### src/rtl/lsu.sv
// Load/store unit: one word-wide req/gnt/rvalid bus transaction per RV32I
// load or store, with store lane replication, load extension and core stall.
module lsu (
    input  logic        clk,
    input  logic        rst,
    input  logic [31:0] addr,
    input  logic [31:0] st_data,
    input  logic        mem_rd,
    input  logic        mem_wr,
    input  logic [2:0]  funct3,
    output logic [31:0] ld_data,
    output logic        stall,
    output logic        misaligned,
    output logic        bus_req,
    output logic        bus_we,
    output logic [31:0] bus_addr,
    output logic [3:0]  bus_be,
    output logic [31:0] bus_wdata,
    input  logic        bus_gnt,
    input  logic        bus_rvalid,
    input  logic [31:0] bus_rdata
);

    // state | meaning
    // IDLE  | no transaction; launches on a valid aligned access
    // REQ   | bus_req high, bus fields held until bus_gnt
    // WAIT  | load granted, waiting for bus_rvalid
    // DONE  | instruction retires; always returns to IDLE
    typedef enum logic [1:0] {IDLE, REQ, WAIT, DONE} state_t;

    state_t      state, state_nxt;
    logic        supported;
    logic        access;
    logic        mis_raw;
    logic        launch;
    logic [3:0]  be_nxt;
    logic [31:0] wdata_nxt;
    logic [2:0]  op_f3;
    logic [1:0]  op_off;
    logic [2:0]  ld_f3;
    logic [1:0]  ld_off;
    logic [31:0] rd_word;
    logic [31:0] ext_data;

    // Access decode: legality, alignment and lane selection
    always_comb begin
        supported = 1'b0;
        mis_raw   = 1'b0;
        be_nxt    = 4'b0000;
        wdata_nxt = st_data;
        case (funct3)
            3'b000, 3'b100: begin
                supported = 1'b1;
                be_nxt    = 4'b0001 << addr[1:0];
                wdata_nxt = {4{st_data[7:0]}};
            end
            3'b001, 3'b101: begin
                supported = 1'b1;
                mis_raw   = addr[0];
                be_nxt    = addr[1] ? 4'b1100 : 4'b0011;
                wdata_nxt = {2{st_data[15:0]}};
            end
            3'b010: begin
                supported = 1'b1;
                mis_raw   = (addr[1:0] != 2'b00);
                be_nxt    = 4'b1111;
                wdata_nxt = st_data;
            end
            default: begin
                supported = 1'b0;
            end
        endcase
        access     = (mem_rd | mem_wr) & supported;
        launch     = (state == IDLE) & access & ~mis_raw;
        misaligned = ~rst & (state == IDLE) & access & mis_raw;
        stall      = ~rst & (launch | (state == REQ) | (state == WAIT));
    end

    // Next-state logic
    always_comb begin
        state_nxt = state;
        case (state)
            IDLE: if (launch) state_nxt = REQ;
            REQ:  if (bus_gnt) state_nxt = bus_we ? DONE : WAIT;
            WAIT: if (bus_rvalid) state_nxt = DONE;
            DONE: state_nxt = IDLE;
            default: state_nxt = IDLE;
        endcase
    end

    // State register
    always_ff @(posedge clk or posedge rst) begin
        if (rst) state <= IDLE;
        else     state <= state_nxt;
    end

    // Bus fields captured at launch; bus_req drops on grant
    always_ff @(posedge clk or posedge rst) begin
        if (rst) begin
            bus_req   <= 1'b0;
            bus_we    <= 1'b0;
            bus_addr  <= 32'h0;
            bus_be    <= 4'h0;
            bus_wdata <= 32'h0;
            op_f3     <= 3'b000;
            op_off    <= 2'b00;
        end else if (launch) begin
            bus_req   <= 1'b1;
            bus_we    <= ~mem_rd;
            bus_addr  <= {addr[31:2], 2'b00};
            bus_be    <= be_nxt;
            bus_wdata <= wdata_nxt;
            op_f3     <= funct3;
            op_off    <= addr[1:0];
        end else if (state == REQ && bus_gnt) begin
            bus_req   <= 1'b0;
        end
    end

    // Read word and its extraction controls update together on completion,
    // so ld_data holds steady until the next load finishes
    always_ff @(posedge clk or posedge rst) begin
        if (rst) begin
            rd_word <= 32'h0;
            ld_f3   <= 3'b000;
            ld_off  <= 2'b00;
        end else if (state == WAIT && bus_rvalid) begin
            rd_word <= bus_rdata;
            ld_f3   <= op_f3;
            ld_off  <= op_off;
        end
    end

    // Load extraction from the read register
    always_comb begin
        logic [7:0]  byte_sel;
        logic [15:0] half_sel;
        byte_sel = rd_word[8*ld_off +: 8];
        half_sel = ld_off[1] ? rd_word[31:16] : rd_word[15:0];
        case (ld_f3)
            3'b000:  ext_data = {{24{byte_sel[7]}}, byte_sel};
            3'b100:  ext_data = {24'h0, byte_sel};
            3'b001:  ext_data = {{16{half_sel[15]}}, half_sel};
            3'b101:  ext_data = {16'h0, half_sel};
            default: ext_data = rd_word;
        endcase
        ld_data = misaligned ? 32'h0 : ext_data;
    end

endmodule

### config.mk
export PLATFORM = sky130hd
export DESIGN_NAME = lsu
export DESIGN_NICKNAME = d
export VERILOG_FILES = /design/src/rtl/lsu.sv
export SDC_FILE = /design/constraint.sdc
export NUM_CORES = 1
export LEC_CHECK = 0
export CAP_MARGIN = 20
export CORE_MARGIN = 4
export CORE_UTILIZATION = 41
export CTS_BUF_LIST = sky130_fd_sc_hd__clkbuf_2
export DETAILED_ROUTE_END_ITERATION = 12
export PLACE_DENSITY = 0.82
export SETUP_SLACK_MARGIN = 0.5
export SYNTH_ARGS = -nofsm -noshare
export SYNTH_HDL_FRONTEND = slang
export SYNTH_SLANG_ARGS = --single-unit
### constraint.sdc
create_clock -name clk -period 6.2 [get_ports clk]
set_clock_uncertainty 0.15 [all_clocks]
set_input_delay 0.93 -clock clk [delete_from_list [all_inputs] [get_ports clk]]
set_output_delay 0.93 -clock clk [all_outputs]
set_load 0.01 [all_outputs]
==> results of run 1 <==
metrics by stage:
stage	worst slack, ps	util	total power, W
6_report	1540	0.597	0.00377
5_1_grt	1370	0.597	0.00405
4_1_cts	1540	0.597	0.00380
3_5_place_dp	1530	0.591	0.00352
3_3_place_gp	1610	0.591	0.00344
2_1_floorplan	535	-	0.00236
flip-flops by register name (all words and copies together) (netlist names):
register and count:
bus_addr 30, bus_be 4, bus_req 1, bus_wdata 32, bus_we 1, ld_f3 3
ld_off 2, op_f3 3, op_off 2, rd_word 32, state 2
worst max-delay path: cells and delay by family:
family,cells,cell delay (ps)
AOI/OAI and AO/OA,3,730
buffers and inverters,3,1280
and+or+nand+nor,1,630
power groups by stage:
stage	Sequential [W]	Clock [W]	Combinational [W]
final	0.00136	0.000283	0.00213
after global placement	0.00135	0	0.00208
after detailed placement	0.00138	0	0.00214
after CTS	0.00136	0.000299	0.00215
after global routing	0.00141	0.000328	0.00231
after floorplan	0.00138	0	0.000983
cell type report:
| class | count | area, sq um |
|---|---|---|
| timing repair buffer | 211 | 2100 |
| antenna | 1 | 2.50 |
| fill | 1035 | 5150 |
| sequential | 112 | 2800 |
| inverter | 27 | 104 |
| clock inverter | 4 | 21.3 |
| clock buffer | 12 | 60.1 |
| multi-input combinational | 315 | 2320 |
| tap | 172 | 215 |
placed cells by master (no fill, tap or decap), types with 2 or more instances in the layout:
| cell type | instances |
|---|---|
| clkinv_2 | 2 |
| a211oi_1 | 8 |
| o21ai_0 | 44 |
| nand2_1 | 53 |
| nand3_1 | 8 |
| mux2_2 | 71 |
| o22ai_1 | 9 |
| a221oi_1 | 6 |
| mux2i_1 | 18 |
| clkdlybuf4s50_1 | 206 |
| nand2b_1 | 4 |
| a21oi_1 | 28 |
| conb_1 | 2 |
| o22ai_2 | 2 |
| inv_1 | 24 |
| mux2_1 | 10 |
| a31oi_1 | 2 |
| buf_4 | 5 |
| clkbuf_2 | 12 |
| clkinv_1 | 3 |
| a21oi_2 | 3 |
| nor2_1 | 23 |
| dfrtp_1 | 112 |
| ha_1 | 4 |
| nor3_1 | 2 |
routing by layer:
metal	global-route usage	vias up	routed length [microns]
met4	0.0882	0	431
met3	0.0590	32	1350
li1	-	2073	-
met1	0.247	2121	5900
met2	0.323	202	7070
met5	0	-	0
worst min-delay path by stage:
stage | from | endpoint | slack, ps | cells past startpoint
after floorplan | op_f3[0]$_DFFE_PP0P_ | ld_f3[0]$_DFFE_PP0P_ | 320 | 1
after CTS | bus_be[2]$_DFFE_PP0P_ | bus_be[2]$_DFFE_PP0P_ | 370 | 2
after global routing | bus_req$_DFFE_PP0P_ | bus_req$_DFFE_PP0P_ | 390 | 2
after global placement | bus_req$_DFFE_PP0P_ | bus_req$_DFFE_PP0P_ | 310 | 2
after detailed placement | bus_be[2]$_DFFE_PP0P_ | bus_be[2]$_DFFE_PP0P_ | 320 | 2
final | bus_req$_DFFE_PP0P_ | bus_req$_DFFE_PP0P_ | 370 | 2
cells by family after synthesis:
logic type	after synthesis	share of synthesized area
flops	112	0.519
simple gates	99	0.0835
fa+ha+maj	4	0.00928
buf+inv	60	0.0508
other cells	1	0.000695
mux	100	0.207
compound gates	110	0.130
==> results.py, run 1 <==
metrics = {
    "outcome": {
        "status": "completed",
    },
    "power_and_ir_drop": {
        "internal_power_w": 0.00236,
        "p_comb_frac": 0.565,
        "switching_share": 0.374,
        "p_switching_w": 0.00141,
        "pwr_density_cell_nw_per_um2": 494,
        "leakagePower_nw": 3.24,
        "power_frac_clock": 0.075,
        "p_seq_frac": 0.360,
        "ir_drop_mv": 0.217,
    },
    "sta": {
        "setup-tns-final_ps": 0,
        "finalCriticalPeriod_ps": 4660,
        "slew_viol_final": 0,
        "finalSetupViolCount": 0,
        "rsz0062_at_grt": "false",
        "timing.fmax_mhz": 215,
        "worst_slew_pin_slew_ps": 1040,
        "hold_slack_ps": 372,
        "hold_viol": 0,
        "max-slew-margin-rel": 0.307,
        "period_share": 0.751,
    },
    "yosys": {
        "synthCells": 486,
        "synth_area_leaders": "dfrtp_1 (52%), mux2_2 (15%), o21ai_0 (4.1%), nand2_1 (3.7%), mux2i_1 (3.3%)",
        "synth_ff_type": "dfrtp_1",
        "yosysWarnings": 0,
        "syn_avg_cell_area_sq_um": 11.1,
        "synth_seq_cells": 112,
        "synth_cell_type_count": 44,
        "yosysSeqAreaShare": 0.519,
        "netlist_area_sq_um": 5400,
        "synth_edf_count": 0,
        "synthTopCellsByCount": "dfrtp_1 (112), mux2_2 (71), nand2_1 (53)",
        "yosys.area.top_type_share": 0.519,
        "yosys.area.top_type": "dfrtp_1",
        "async_reset_ff_frac": 1.00,
        "yosysMostFrequentCell": "dfrtp_1",
    },
    "floorplan": {
        "start_util": 0.422,
        "die_w_microns": 123,
        "die_height_microns": 123,
        "rows": 41,
        "core_area_sq_um": 12800,
        "io_pins": 209,
        "die-area_sq_um": 15100,
    },
    "worst_setup_path": {
        "worstPathCellList": "clkdlybuf4s50_1, buf_4, nor3b_4, a2bb2oi_4, o22ai_2, a21oi_1, clkdlybuf4s50_1",
        "critPathMaxStageDelay_ps": 630,
        "end_kind": "primary output",
        "r2r-start": "state[0]$_DFFE_PP0P_",
        "path_max_fanout": 25,
        "crit_path_end": "ld_data[24]",
        "critical_path_class": "input port to primary output",
        "cp_slowest_cell": "nor3b_4",
        "ff2ff_path_depth": 6,
        "worstPathRequired_ps": 5120,
        "cp-startpoint": "funct3[1]",
        "r2r_setup_slack_ps": 3620,
        "reg2reg_to": "bus_wdata[3]$_DFFE_PP0P_",
        "critPathArrivalTime_ps": 3580,
        "setup.worst_path.start_class": "input port",
        "critical_path.most_common_cell": "clkdlybuf4s50_1",
    },
    "clock_tree": {
        "hold_buffers": 0,
        "cts.repair.resized": 0,
        "cts-root-buf": "clkbuf_2",
        "postCtsSetupBuffers": 0,
        "clk_pin_slew_ps": 240,
        "cts.path.max_buffers": 2,
        "clock-sinks": 112,
        "clk_latency_ps": 610,
        "cts_buffers": 9,
        "h-tree-depth": 3,
        "cts_tree": "yes",
    },
    "flow_run": {
        "drv_cap": 0,
    },
    "route": {
        "drtIter0Drc": 305,
        "ant_nets": 0,
        "dr_total_vias": 4428,
        "via_per_inst": 5.19,
        "wl_per_cell_microns": 17.3,
        "routed_wl_microns": 14700,
        "drt_drc_violations_left": 0,
        "dr.pass1.iters": 5,
    },
    "min_path": {
        "hp-class": "flip-flop to flip-flop",
    },
    "final_layout": {
        "nets": 785,
        "area_growth_syn_to_layout_pct": 41.4,
        "fin_area_sq_um": 7630,
        "final_cells": 854,
        "drive_gt1_frac": 0.160,
    },
    "global_routing": {
        "grt_pass1_wl_microns": 23400,
        "grt_max_degree": 105,
        "grt_usage": 0.199,
        "gr-total-overflow": 0,
        "grt_pass1_vias": 4574,
        "antenna_found_initial": 1,
    },
    "placed_design": {
        "numPortBuffers": 206,
        "dp_hpwl_microns": 11100,
        "dp_cells": 837,
        "gp_congestion": 0.905,
        "placed_area_sq_um": 7540,
    },
}
No activity file was read; power rests on OpenSTA's default activity.
==> inputs of run 2 (changes only) <==
Settings changed: PLACE_DENSITY 0.82 to 0.85.
Clock period 6.2 ns to 3.9 ns, I/O delays scaled along.
==> results.py, run 2 (synthesis results as in run 1) <==
metrics = {
    "min_path": {
        "hold_end": "bus_wdata[31]$_DFFE_PP0P_",
        "holdCritStartpoint": "bus_wdata[31]$_DFFE_PP0P_",
        "hold_depth": 2,
        "hp-class": "flip-flop to flip-flop",
    },
    "flow_run": {
        "drv_cap": 0,
    },
    "power_and_ir_drop": {
        "pwr_density_cell_nw_per_um2": 794,
        "ir_drop_mv": 0.387,
        "leakagePower_nw": 3.56,
    },
    "route": {
        "drt_drc_violations_left": 0,
        "via_per_inst": 5.15,
        "dr.pass1.iters": 4,
        "routed_wl_microns": 15300,
        "drtIter0Drc": 263,
        "ant_nets": 0,
        "dr_total_vias": 4477,
        "wl_per_cell_microns": 17.6,
    },
    "global_routing": {
        "antenna_found_initial": 1,
        "grt_max_degree": 105,
        "grt_pass1_wl_microns": 24100,
        "grt_usage": 0.204,
        "grt_pass1_vias": 4679,
        "gr-total-overflow": 0,
    },
    "worst_setup_path": {
        "setup.worst_path.start_class": "flip-flop",
        "worstPathCellList": "inv_2, ha_2, o21a_2, nand3_4, nor2_4, buf_4, clkdlybuf4s50_1",
        "reg2reg_to": "state[1]$_DFFE_PP0P_",
        "critPathArrivalTime_ps": 2580,
        "r2r_setup_slack_ps": 1730,
        "critical_path_class": "flip-flop to primary output",
        "r2r-start": "state[0]$_DFFE_PP0P_",
        "ff2ff_path_depth": 7,
        "worstPathRequired_ps": 3160,
        "crit_family": "buffers and inverters",
        "cp_slowest_cell": "clkdlybuf4s50_1",
        "end_kind": "primary output",
        "path_buf_inv": 3,
        "critPathMaxStageDelay_ps": 540,
        "crit_cells": 7,
        "path_max_fanout": 5,
    },
    "final_layout": {
        "fin_area_sq_um": 8040,
        "drive_gt1_frac": 0.217,
        "final_common_cell": "clkdlybuf4s50_1",
        "area_growth_syn_to_layout_pct": 49.0,
        "largestRegisters": "bus_wdata: 32 flops, rd_word: 32 flops, bus_addr: 30 flops",
        "layout_common_cells": "clkdlybuf4s50_1 (174), dfrtp_1 (109), mux2_2 (71)",
        "final_cells": 870,
        "nets": 802,
    },
    "placed_design": {
        "pre_cts_ws_ps": 365,
        "placed_area_sq_um": 7720,
        "numPortBuffers": 206,
        "gp_congestion": 0.856,
        "dp_cells": 841,
        "dp_hpwl_microns": 11200,
    },
    "floorplan": {
        "die_height_microns": 123,
        "start_util": 0.422,
        "core_area_sq_um": 12800,
        "die_w_microns": 123,
        "die-area_sq_um": 15100,
        "io_pins": 209,
        "rows": 41,
    },
    "sta": {
        "setup-tns-final_ps": 0,
        "timing.fmax_mhz": 302,
        "finalCriticalPeriod_ps": 3310,
        "period_share": 0.850,
        "max-slew-margin-rel": 0.474,
        "finalSetupViolCount": 0,
        "rsz0062_at_grt": "true",
        "slew_viol_final": 0,
        "setup_slack_ps": 586,
        "hold_viol": 0,
        "worst_slew_pin_slew_ps": 789,
    },
    "clock_tree": {
        "clock-sinks": 112,
        "cts-root-buf": "clkbuf_2",
        "cts_tree": "yes",
        "cts.path.max_buffers": 2,
        "clk_latency_ps": 610,
        "cts_buffers": 9,
        "clk_pin_slew_ps": 310,
        "h-tree-depth": 3,
    },
    "outcome": {
        "status": "completed",
    },
}
==> run 2: cell types whose count changed in the layout (fill, tap and decap cells not counted), moves of 7 or more <==
cell / delta
a21oi_1: -8
clkdlybuf4s50_1: -32
buf_4: +13
dlymetal6s2s_1: +12
a211oi_1: -7
a211oi_4: +7
dlygate4sd2_1: +20
==> run 2: final cells by class <==
class	count	area [sq um]
diodes	1	2.50
clock buffers	11	55.1
well taps	172	215
repair buffers	228	2270
fillers	1000	4740
multi-input cells	315	2530
inverters	27	109
clock inverters	4	46.3
flip-flops and latches	112	2810
==> run 2: stage by stage <==
stage | hold slack [ps] | total power (W) | utilization
floorplan | 325 | 0.00397 | -
global placement | 312 | 0.00571 | 0.604
detailed placement | 321 | 0.00583 | 0.604
CTS | 334 | 0.00640 | 0.622
global route | 347 | 0.00682 | 0.629
finish | 365 | 0.00638 | 0.629
==> run 2: where the power goes <==
| part | total [W] | internal (W) | switching, W | leakage (nW) |
|---|---|---|---|---|
| Clock | 0.000522 | 0.000146 | 0.000375 | 0.0655 |
| Sequential | 0.00211 | 0.00173 | 0.000379 | 1.36 |
| Combinational | 0.00375 | 0.00205 | 0.00170 | 2.13 |
==> run 2: how the worst max path moves through the flow <==
| stage | from | endpoint |
|---|---|---|
| after CTS | ld_f3[0]$_DFFE_PP0P_ | ld_data[5] |
| after global routing | state[0]$_DFFE_PP0P_ | misaligned |
| after global placement | funct3[0] | ld_data[1] |
| after floorplan | rst | ld_data[14] |
| after detailed placement | funct3[0] | ld_data[4] |
| final | state[0]$_DFFE_PP0P_ | misaligned |
==> run 2: routing by layer <==
| metal | vias up | share of wire | GRT usage |
|---|---|---|---|
| met5 | - | 0 | 0 |
| met4 | 0 | 0.016 | 0.0686 |
| met2 | 162 | 0.51 | 0.337 |
| li1 | 2104 | - | - |
| met3 | 15 | 0.081 | 0.0631 |
| met1 | 2196 | 0.40 | 0.255 |
==> run 2: what timing repair did <==
item                                    in CTS  in global routing
pin swaps                                    3                  4
endpoints found under the setup margin      34                 15
resized for setup                           38                 23
hold buffers                                 0                  0
buffers inserted                             9                  4
==> run 2: tightest hold or removal path: cells and delay by family, from the launching register on <==
kind	cells	cell delay, ps
AO/OA/AOI/OAI	1	60
flip-flops	1	410
AND/OR/NAND/NOR	1	40
